<file path="src/rtl/jtag_dr_chain_sel.sv">
// TAP data-register chain selector: registered chain select from IR,
// DR strobe routing, built-in BYPASS, registered TDO, shift counter.
// Ports:
//   tck, trst_n            TAP clock, async active-low reset
//   test_logic_reset       sync reset strobe from TAP controller
//   ir_value, update_ir    instruction and Update-IR strobe
//   capture_dr, shift_dr, update_dr, tdi, s_data_in   DR strobes / serial data
//   capture_dr_out, shift_dr_out, update_dr_out       per-chain enables
//   sel_idx, sel_valid, tdo, tdo_oe, shift_cnt, protocol_err  status / serial out
module jtag_dr_chain_sel #(
  parameter int N_CH = 8,
  parameter int IR_W = 4,
  parameter logic [N_CH*IR_W-1:0] CH_CODES =
    {4'd7, 4'd6, 4'd5, 4'd4, 4'd3, 4'd2, 4'd1, 4'd0},
  parameter int RST_CH = 0,
  parameter int CNT_W = 16,
  localparam int SEL_W = (N_CH > 1) ? $clog2(N_CH) : 1
) (
  input  logic             tck,
  input  logic             trst_n,
  input  logic             test_logic_reset,
  input  logic [IR_W-1:0]  ir_value,
  input  logic             update_ir,
  input  logic             capture_dr,
  input  logic             shift_dr,
  input  logic             update_dr,
  input  logic             tdi,
  input  logic [N_CH-1:0]  s_data_in,
  output logic [N_CH-1:0]  capture_dr_out,
  output logic [N_CH-1:0]  shift_dr_out,
  output logic [N_CH-1:0]  update_dr_out,
  output logic [SEL_W-1:0] sel_idx,
  output logic             sel_valid,
  output logic             tdo,
  output logic             tdo_oe,
  output logic [CNT_W-1:0] shift_cnt,
  output logic             protocol_err
);

  localparam logic [SEL_W-1:0] RST_SEL = SEL_W'(RST_CH);

  logic cap;
  logic shf;
  logic upd;
  logic any_dr;
  logic multi_dr;
  logic ir_ok;
  logic ir_hit;
  logic [SEL_W-1:0] ir_idx;
  logic chain_so;

  // Priority capture > shift > update; the masked strobes drive
  // both the routed enables and the internal state.
  assign cap = capture_dr;
  assign shf = shift_dr & ~capture_dr;
  assign upd = update_dr & ~capture_dr & ~shift_dr;

  assign any_dr   = capture_dr | shift_dr | update_dr;
  assign multi_dr = (capture_dr & shift_dr)
                  | (capture_dr & update_dr)
                  | (shift_dr & update_dr);
  assign ir_ok    = update_ir & ~any_dr;

  // Descending scan so the lowest matching index wins.
  always_comb begin
    ir_hit = 1'b0;
    ir_idx = '0;
    for (int i = N_CH - 1; i >= 0; i--) begin
      if (CH_CODES[i*IR_W +: IR_W] == ir_value) begin
        ir_hit = 1'b1;
        ir_idx = SEL_W'(i);
      end
    end
  end

  always_comb begin
    capture_dr_out = '0;
    shift_dr_out   = '0;
    update_dr_out  = '0;
    chain_so       = 1'b0;
    for (int i = 0; i < N_CH; i++) begin
      if (sel_valid && sel_idx == SEL_W'(i)) begin
        capture_dr_out[i] = cap;
        shift_dr_out[i]   = shf;
        update_dr_out[i]  = upd;
        chain_so          = s_data_in[i];
      end
    end
  end

  logic bypass_q;

  always_ff @(posedge tck or negedge trst_n) begin
    if (!trst_n) begin
      sel_idx      <= RST_SEL;
      sel_valid    <= 1'b1;
      bypass_q     <= 1'b0;
      tdo          <= 1'b0;
      tdo_oe       <= 1'b0;
      shift_cnt    <= '0;
      protocol_err <= 1'b0;
    end else if (test_logic_reset) begin
      sel_idx      <= RST_SEL;
      sel_valid    <= 1'b1;
      bypass_q     <= 1'b0;
      tdo          <= 1'b0;
      tdo_oe       <= 1'b0;
      shift_cnt    <= '0;
      protocol_err <= 1'b0;
    end else begin
      tdo_oe <= shf;
      if (shf) begin
        tdo <= sel_valid ? chain_so : bypass_q;
      end
      if (cap) begin
        shift_cnt <= '0;
      end else if (shf && shift_cnt != '1) begin
        shift_cnt <= shift_cnt + CNT_W'(1);
      end
      if (!sel_valid) begin
        if (cap) begin
          bypass_q <= 1'b0;
        end else if (shf) begin
          bypass_q <= tdi;
        end
      end
      if (multi_dr || (update_ir && any_dr)) begin
        protocol_err <= 1'b1;
      end
      if (ir_ok) begin
        if (ir_hit) begin
          sel_idx   <= ir_idx;
          sel_valid <= 1'b1;
        end else begin
          sel_valid <= 1'b0;
        end
      end
    end
  end

endmodule

</file>
<file path="config.mk">
export PLATFORM = sky130hd
export DESIGN_NAME = jtag_dr_chain_sel
export DESIGN_NICKNAME = d
export VERILOG_FILES = /design/src/rtl/jtag_dr_chain_sel.sv
export SDC_FILE = /design/constraint.sdc
export NUM_CORES = 1
export LEC_CHECK = 0
export ABC_AREA = 1
export BUFFER_PORTS_ARGS = -buffer_cell sky130_fd_sc_hd__buf_2
export CORE_MARGIN = 4
export CORE_UTILIZATION = 44
export DETAILED_ROUTE_END_ITERATION = 12
export GPL_TIMING_DRIVEN = 0
export PLACE_DENSITY = 0.76
export SLEW_MARGIN = 20
export SYNTH_ARGS = -nofsm -noshare
export SYNTH_HDL_FRONTEND = slang
export SYNTH_SLANG_ARGS = --single-unit
</file>
<file path="constraint.sdc">
create_clock -name tck -period 1.53 [get_ports tck]
set_input_delay 0.0765 -clock tck [delete_from_list [all_inputs] [get_ports tck]]
set_output_delay 0.0765 -clock tck [all_outputs]
set_load 0.01 [all_outputs]
</file>
# ---- Word-level counts from Yosys, hierarchy flattened
# Cells that the tools add are included.
dict set report totals {
  regBits 24
  romBits 0
  out_inout_bits 47
  ram_bits 0
  mem_count 0
  latch_bits 0
}
dict set report op_classes {
  n_eq_ne 16
  n_mul 0
  n_lt_le_gt_ge 0
  addsub 1
  n_shift 0
  muxes 67
  bitwise_logic 14
  n_reduce_logical 21
  n_div 0
}
# cell n
set ops {}
lappend ops {{$mux W1} 53}
lappend ops {{$mux W16} 3}
lappend ops {{$mux W3} 11}
lappend ops {{$add A16 B1 Y16 const B} 1}
lappend ops {{$eq A3 B4 Y1 const A} 4}
lappend ops {{$ne A16 B16 Y1 const B} 1}
lappend ops {{$eq A3 B3 Y1 const B} 4}
lappend ops {{$logic_and A1 B1 Y1} 10}
lappend ops {{$eq A2 B4 Y1 const A} 2}
lappend ops {{$reduce_bool A2 Y1} 4}
lappend ops {{$and A1 B1 Y1} 7}
lappend ops {{$eq A3 B2 Y1 const B} 2}
lappend ops {{$reduce_bool A3 Y1} 2}
lappend ops {{$eq A1 B4 Y1 const A} 1}
lappend ops {{$logic_not A4 Y1} 1}
lappend ops {{$or A1 B1 Y1} 4}
lappend ops {{$reduce_and A2 Y1} 2}
lappend ops {{$eq A3 B1 Y1 const B} 1}
lappend ops {{$logic_not A3 Y1} 1}
lappend ops {{$not A1 Y1} 3}
lappend ops {{$ne A2 B2 Y1 const B} 1}
lappend ops {{$logic_or A1 B1 Y1} 1}

# ---- Logic depth before layout (Yosys ltp)
dict set report logic_depth {
  ltp_word 13
  depth_mapped 12
  mapped_depth_nobuf 12
}

# ---- Worst setup path before layout
# OpenSTA, ideal clock, no wires.
dict set report synth_path {
  path_type {reg-to-reg}
  startpoint {register shift_cnt[0]}
  endpoint {register shift_cnt[10]}
  path_slack_ns -0.178
  arrival_time_ns 1.591
  setup_time_ns 0.117
  t_required_ns 1.413
  path_stages_with_launch 10
  cell_sequence {dfrtp_1 > ha_1 > nand2_1 > nor2_2 > nand4_4 > nand2_4 > nand2_4 > buf_8 > nand3_2 > nand2_1}
}
dict set report synth_between {
  elab_chain_cells 4
}
# element line_no
set synth_lines {}
lappend synth_lines {{from (decl)} 36} ;# output logic [CNT_W-1:0] shift_cnt,
lappend synth_lines {{from (signal assigned)} 118} ;# shift_cnt <= shift_cnt + CNT_W'(1);
lappend synth_lines {{$add A16 B1 Y16} 118}
lappend synth_lines {{$mux W16} 117} ;# end else if (shf && shift_cnt != '1) begin
lappend synth_lines {{$mux W16} 115} ;# if (cap) begin
lappend synth_lines {{$mux W16} 102} ;# end else if (test_logic_reset) begin
# Several ways; a longest one is shown, not always the timed one. The select of a mux whose other input is x is not followed.
# A chain may end at the register's enable or synchronous reset.

# ---- Worst setup path in the final report
dict set report layout_path {
  startpoint {register sel_valid}
  endpoint {output shift_dr_out[0]}
}
dict set report layout_between {
  elab_chain_cells 2
}
# element line_no
set layout_lines {}
lappend layout_lines {{from (decl)} 33} ;# output logic sel_valid,
lappend layout_lines {{from (signal assigned)} 96} ;# sel_valid <= 1'b1;
lappend layout_lines {{from (signal assigned)} 104} ;# sel_valid <= 1'b1;
lappend layout_lines {{from (signal assigned)} 133} ;# sel_valid <= 1'b1;
lappend layout_lines {{$logic_and A1 B1 Y1} 82} ;# if (sel_valid && sel_idx == SEL_W'(i)) begin
lappend layout_lines {{$mux W1} 82}
lappend layout_lines {{to (decl)} 30} ;# output logic [N_CH-1:0] shift_dr_out,
# Every way passes these cells.

==> results by group <==
Outcome
  • Status: finished with violations
  • Failing checks: setup timing

STA
  • Final hold violation count: 0
  • Final Setup Violations: 10
  • Final period util: 103%
  • Fmax: 0.634 GHz
  • Count of pins over their slew limit: 0
  • Clock skew: about 0.0064 ns
  • Setup WS post-layout: -0.0466 ns
  • RSZ-0062 raised after global routing: true
  • Fin crit period: 1.58 ns
  • Worst-Margin Slew: 0.536 ns
  • Max_slew headroom: between 60% and 70%

Critical path
  • Reg2Reg Setup Slack: -0.04 ns
  • FF-to-FF Start: sel_valid$_DFFE_PN1N_
  • Crit path DAT: approximately 1.5 ns
  • CP Capture Point: shift_dr_out[0]
  • CP startpoint kind: flip-flop
  • Worst R2R Path Depth: 12
  • Crit-path max FO: 5
  • CP required: around 1.5 ns
  • CP Launch Point: sel_valid$_DFFE_PN1N_
  • R2r endpoint: tdo$_DFFE_PN0P_
  • Crit Path Category: reg2out
  • CP Capture Type: output pin

Floorplan
  • Num rows: 22
  • Initial core utilization: 46.5%
  • Die Ht: between 70 and 80 µm
  • DIE AREA: between 4000 and 5000 µm²
  • Core footprint: roughly 3700 µm²
  • Ports: 67
  • Die width: slightly above 70 µm

Global route
  • Number of global-route vias before repair: 1,755
  • GR Overflow Total: 0
  • Initial antenna violation count: 0
  • Largest net degree at the start of global routing: 25
  • Tot GR Track Use: around a fifth
  • First-pass GRT wire length: approximately 8.1 mm

Power
  • VDD IR max: about 550 µV
  • Pleak: 1.20 nW
  • Tot Pwr: 0.00136 W
  • Power Dens Cells: between 500 and 600 nW/µm²

Min path
  • HP Class: in2reg

Detailed routing
  • Routed via count: 1,893
  • DRC errors left: 0
  • Initial drt markers: around 90
  • Vias per Instance: approximately 5
  • Drt total wl: roughly 4.9 mm
  • Wirelength per Cell: ~13 µm
  • Antenna viol nets, final: 0
  • 1st-pass router iterations: 4

Synthesis
  • Register area share after synthesis: 34.8%
  • Yosys reg bits: 24
  • Synth Area per Inst: 7.02 µm²
  • Cell variety after synth: 34
  • Netlist Area Pre-Place: between 1500 and 2000 µm²
  • Syn_nets: around 270
  • Ys Warns: 0
  • Cells after Synth: between 200 and 250

Run
  • Number of max-cap violations: 0

Final layout
  • Ant. Diodes: 0
  • Final std cells w/o fill: 378
  • Final net count: ~350
  • Layout area overhead: 35.8%
  • Share of cells above drive strength 1: 38.5%

Clocking
  • Total CTS buffers: 3
  • H-tree depth: 1
  • CTS tree: done
  • Max clock buf depth: 2
  • Clock Sinks: 24
  • Clock insertion delay at the later pin of the skew report: 0.27 ns
  • Root buffer cell: clkbuf_8
  • CTS clk-pin slew, worst paths: approximately 0.080 ns

Place
  • Port Buf Inserts: 66
  • Global placer's final weighted congestion: 0.871
  • HPWL after detailed placement: roughly 3.6 mm
  • Inst Count DP: 360
state kept, by name (all words and copies together) (netlist names):
register	cells
tdo	1
sel_idx	3
protocol_err	1
sel_valid	1
tdo_oe	1
bypass_q	1
shift_cnt	16
metal layers:
metal | global-route usage [%] | up-vias | part of all wire, %
li1 | - | 954 | -
met1 | 27.0 | 882 | 47
met2 | 33.0 | 55 | 47
met3 | 4.12 | 2 | 5.6
met4 | 2.92 | 0 | 0.62
met5 | 0 | - | 0
kinds of logic after synthesis:
kind of cell,count (synthesis),share of synthesized area (%)
and+or+nand+nor,159,44.8
buffers and inverters,31,7.60
DFF,24,34.8
AOI/OAI and AO/OA,23,8.04
xor gates and xnor gates,8,4.06
adders and majority gates,1,0.724
layout make-up:
class / instances / area [µm²]
fillers: 341 / 1370
well taps: 48 / 60.1
inverters: 28 / 105
clock buffers: 4 / 45.0
repair buffers: 80 / 444
multi-input cells: 191 / 1060
plain buffers: 3 / 31.3
flip-flops and latches: 24 / 606
synth_stat cells:
cell | n | area (µm²)
nand2_1 | 56 | 210
nor2_1 | 52 | 195
dfrtp_1 | 23 | 576
inv_1 | 22 | 82.6
nand3_1 | 18 | 90.1
nand3_2 | 9 | 90.1
a21oi_1 | 8 | 40.0
o21ai_0 | 8 | 40.0
nor3_1 | 7 | 35.0
xor2_1 | 7 | 61.3
inv_2 | 4 | 15.0
nand4_1 | 3 | 18.8
nor2_2 | 3 | 18.8
clkinv_1 | 2 | 7.51
nand2_4 | 2 | 22.5
nor2_4 | 2 | 22.5
o21ai_2 | 2 | 17.5
or2_2 | 2 | 12.5
a21oi_4 | 1 | 16.3
a31oi_1 | 1 | 6.26
buf_4 | 1 | 7.51
buf_8 | 1 | 15.0
clkbuf_1 | 1 | 3.75
dfstp_2 | 1 | 26.3
ha_1 | 1 | 12.5
nand2_2 | 1 | 6.26
nand4_4 | 1 | 21.3
nor3_4 | 1 | 16.3
nor3b_1 | 1 | 7.51
o21a_1 | 1 | 7.51
o21ai_1 | 1 | 5.00
o22ai_1 | 1 | 6.26
or2_0 | 1 | 6.26
xnor2_1 | 1 | 8.76
stage by stage:
step	cell area (µm²)	worst slack (ns)	utilization (%)	TNS, ns	hold WS [ns]
2_1_floorplan	1750	0.0194	-	0	-0.219
3_3_place_gp	2140	-0.134	57.6	-1.44	0.0901
3_5_place_dp	2140	-0.137	57.6	-1.44	0.0925
4_1_cts	2280	-0.0500	61.4	-0.146	0.0409
5_1_grt	2350	-0.177	63.2	-3.20	0.0564
6_report	2350	-0.0466	63.2	-0.221	0.0417
critical path, cell delays in order (launching register included):
cell and delay (ns):
dfstp_2 0.59, inv_2 0.07, nor2_4 0.12, buf_4 0.14, nand2_1 0.07, nor2_1 0.10, buf_2 0.15
what timing repair did:
action | CTS | global route
hold buffers | 1 | 0
pin swaps | 6 | 4
resized for setup | 3 | 12
endpoints found under the setup margin | 19 | 41
endpoints found under the hold margin | 23 | 0
setup buffers | 9 | 4
how the worst min path moves through the flow:
stage / end / startpoint / slack (ns) / depth (start not counted)
final: sel_idx[0]$_DFFE_PN0P_ / ir_value[0] / 0.04 / 3
after global routing: sel_idx[1]$_DFFE_PN0P_ / ir_value[1] / 0.06 / 3
after CTS: sel_idx[0]$_DFFE_PN0P_ / ir_value[0] / 0.04 / 3
after detailed placement: shift_cnt[6]$_DFFE_PN0P_ / trst_n / 0.09 / 1
after global placement: shift_cnt[6]$_DFFE_PN0P_ / trst_n / 0.09 / 1
after floorplan: bypass_q$_DFFE_PN0P_ / trst_n / -0.22 / 0
power breakdown:
group          switching [W]  leakage, nW  internal, W  total (W)
Sequential         0.0000213        0.323     0.000660   0.000681
Combinational       0.000176        0.855     0.000119   0.000295
Clock               0.000202       0.0228     0.000186   0.000388
Total               0.000399         1.20     0.000965    0.00136
placed cells by master, fill, tap and decap left out, types with 2 or more instances in the layout:
| cell | netlist | routed |
|---|---|---|
| buf_2 | 0 | 65 |
| nand2_1 | 56 | 52 |
| nor2_1 | 52 | 48 |
| inv_1 | 22 | 21 |
| dfrtp_1 | 23 | 20 |
| nand3_1 | 18 | 18 |
| buf_4 | 1 | 14 |
| nand3_2 | 9 | 9 |
| o21ai_0 | 8 | 8 |
| a21oi_1 | 8 | 8 |
| xor2_1 | 7 | 7 |
| nor3_1 | 7 | 6 |
| nor2_2 | 3 | 5 |
| inv_2 | 4 | 5 |
| nor2_4 | 2 | 4 |
| nand2_2 | 1 | 4 |
| nand4_1 | 3 | 3 |
| clkbuf_8 | 0 | 3 |
| dfrtp_2 | 0 | 3 |
| clkinv_1 | 2 | 2 |
| nand2_4 | 2 | 2 |
| o21ai_2 | 2 | 2 |
| clkbuf_1 | 1 | 2 |
| or2_2 | 2 | 2 |
No activity file was read; power rests on OpenSTA's default activity.
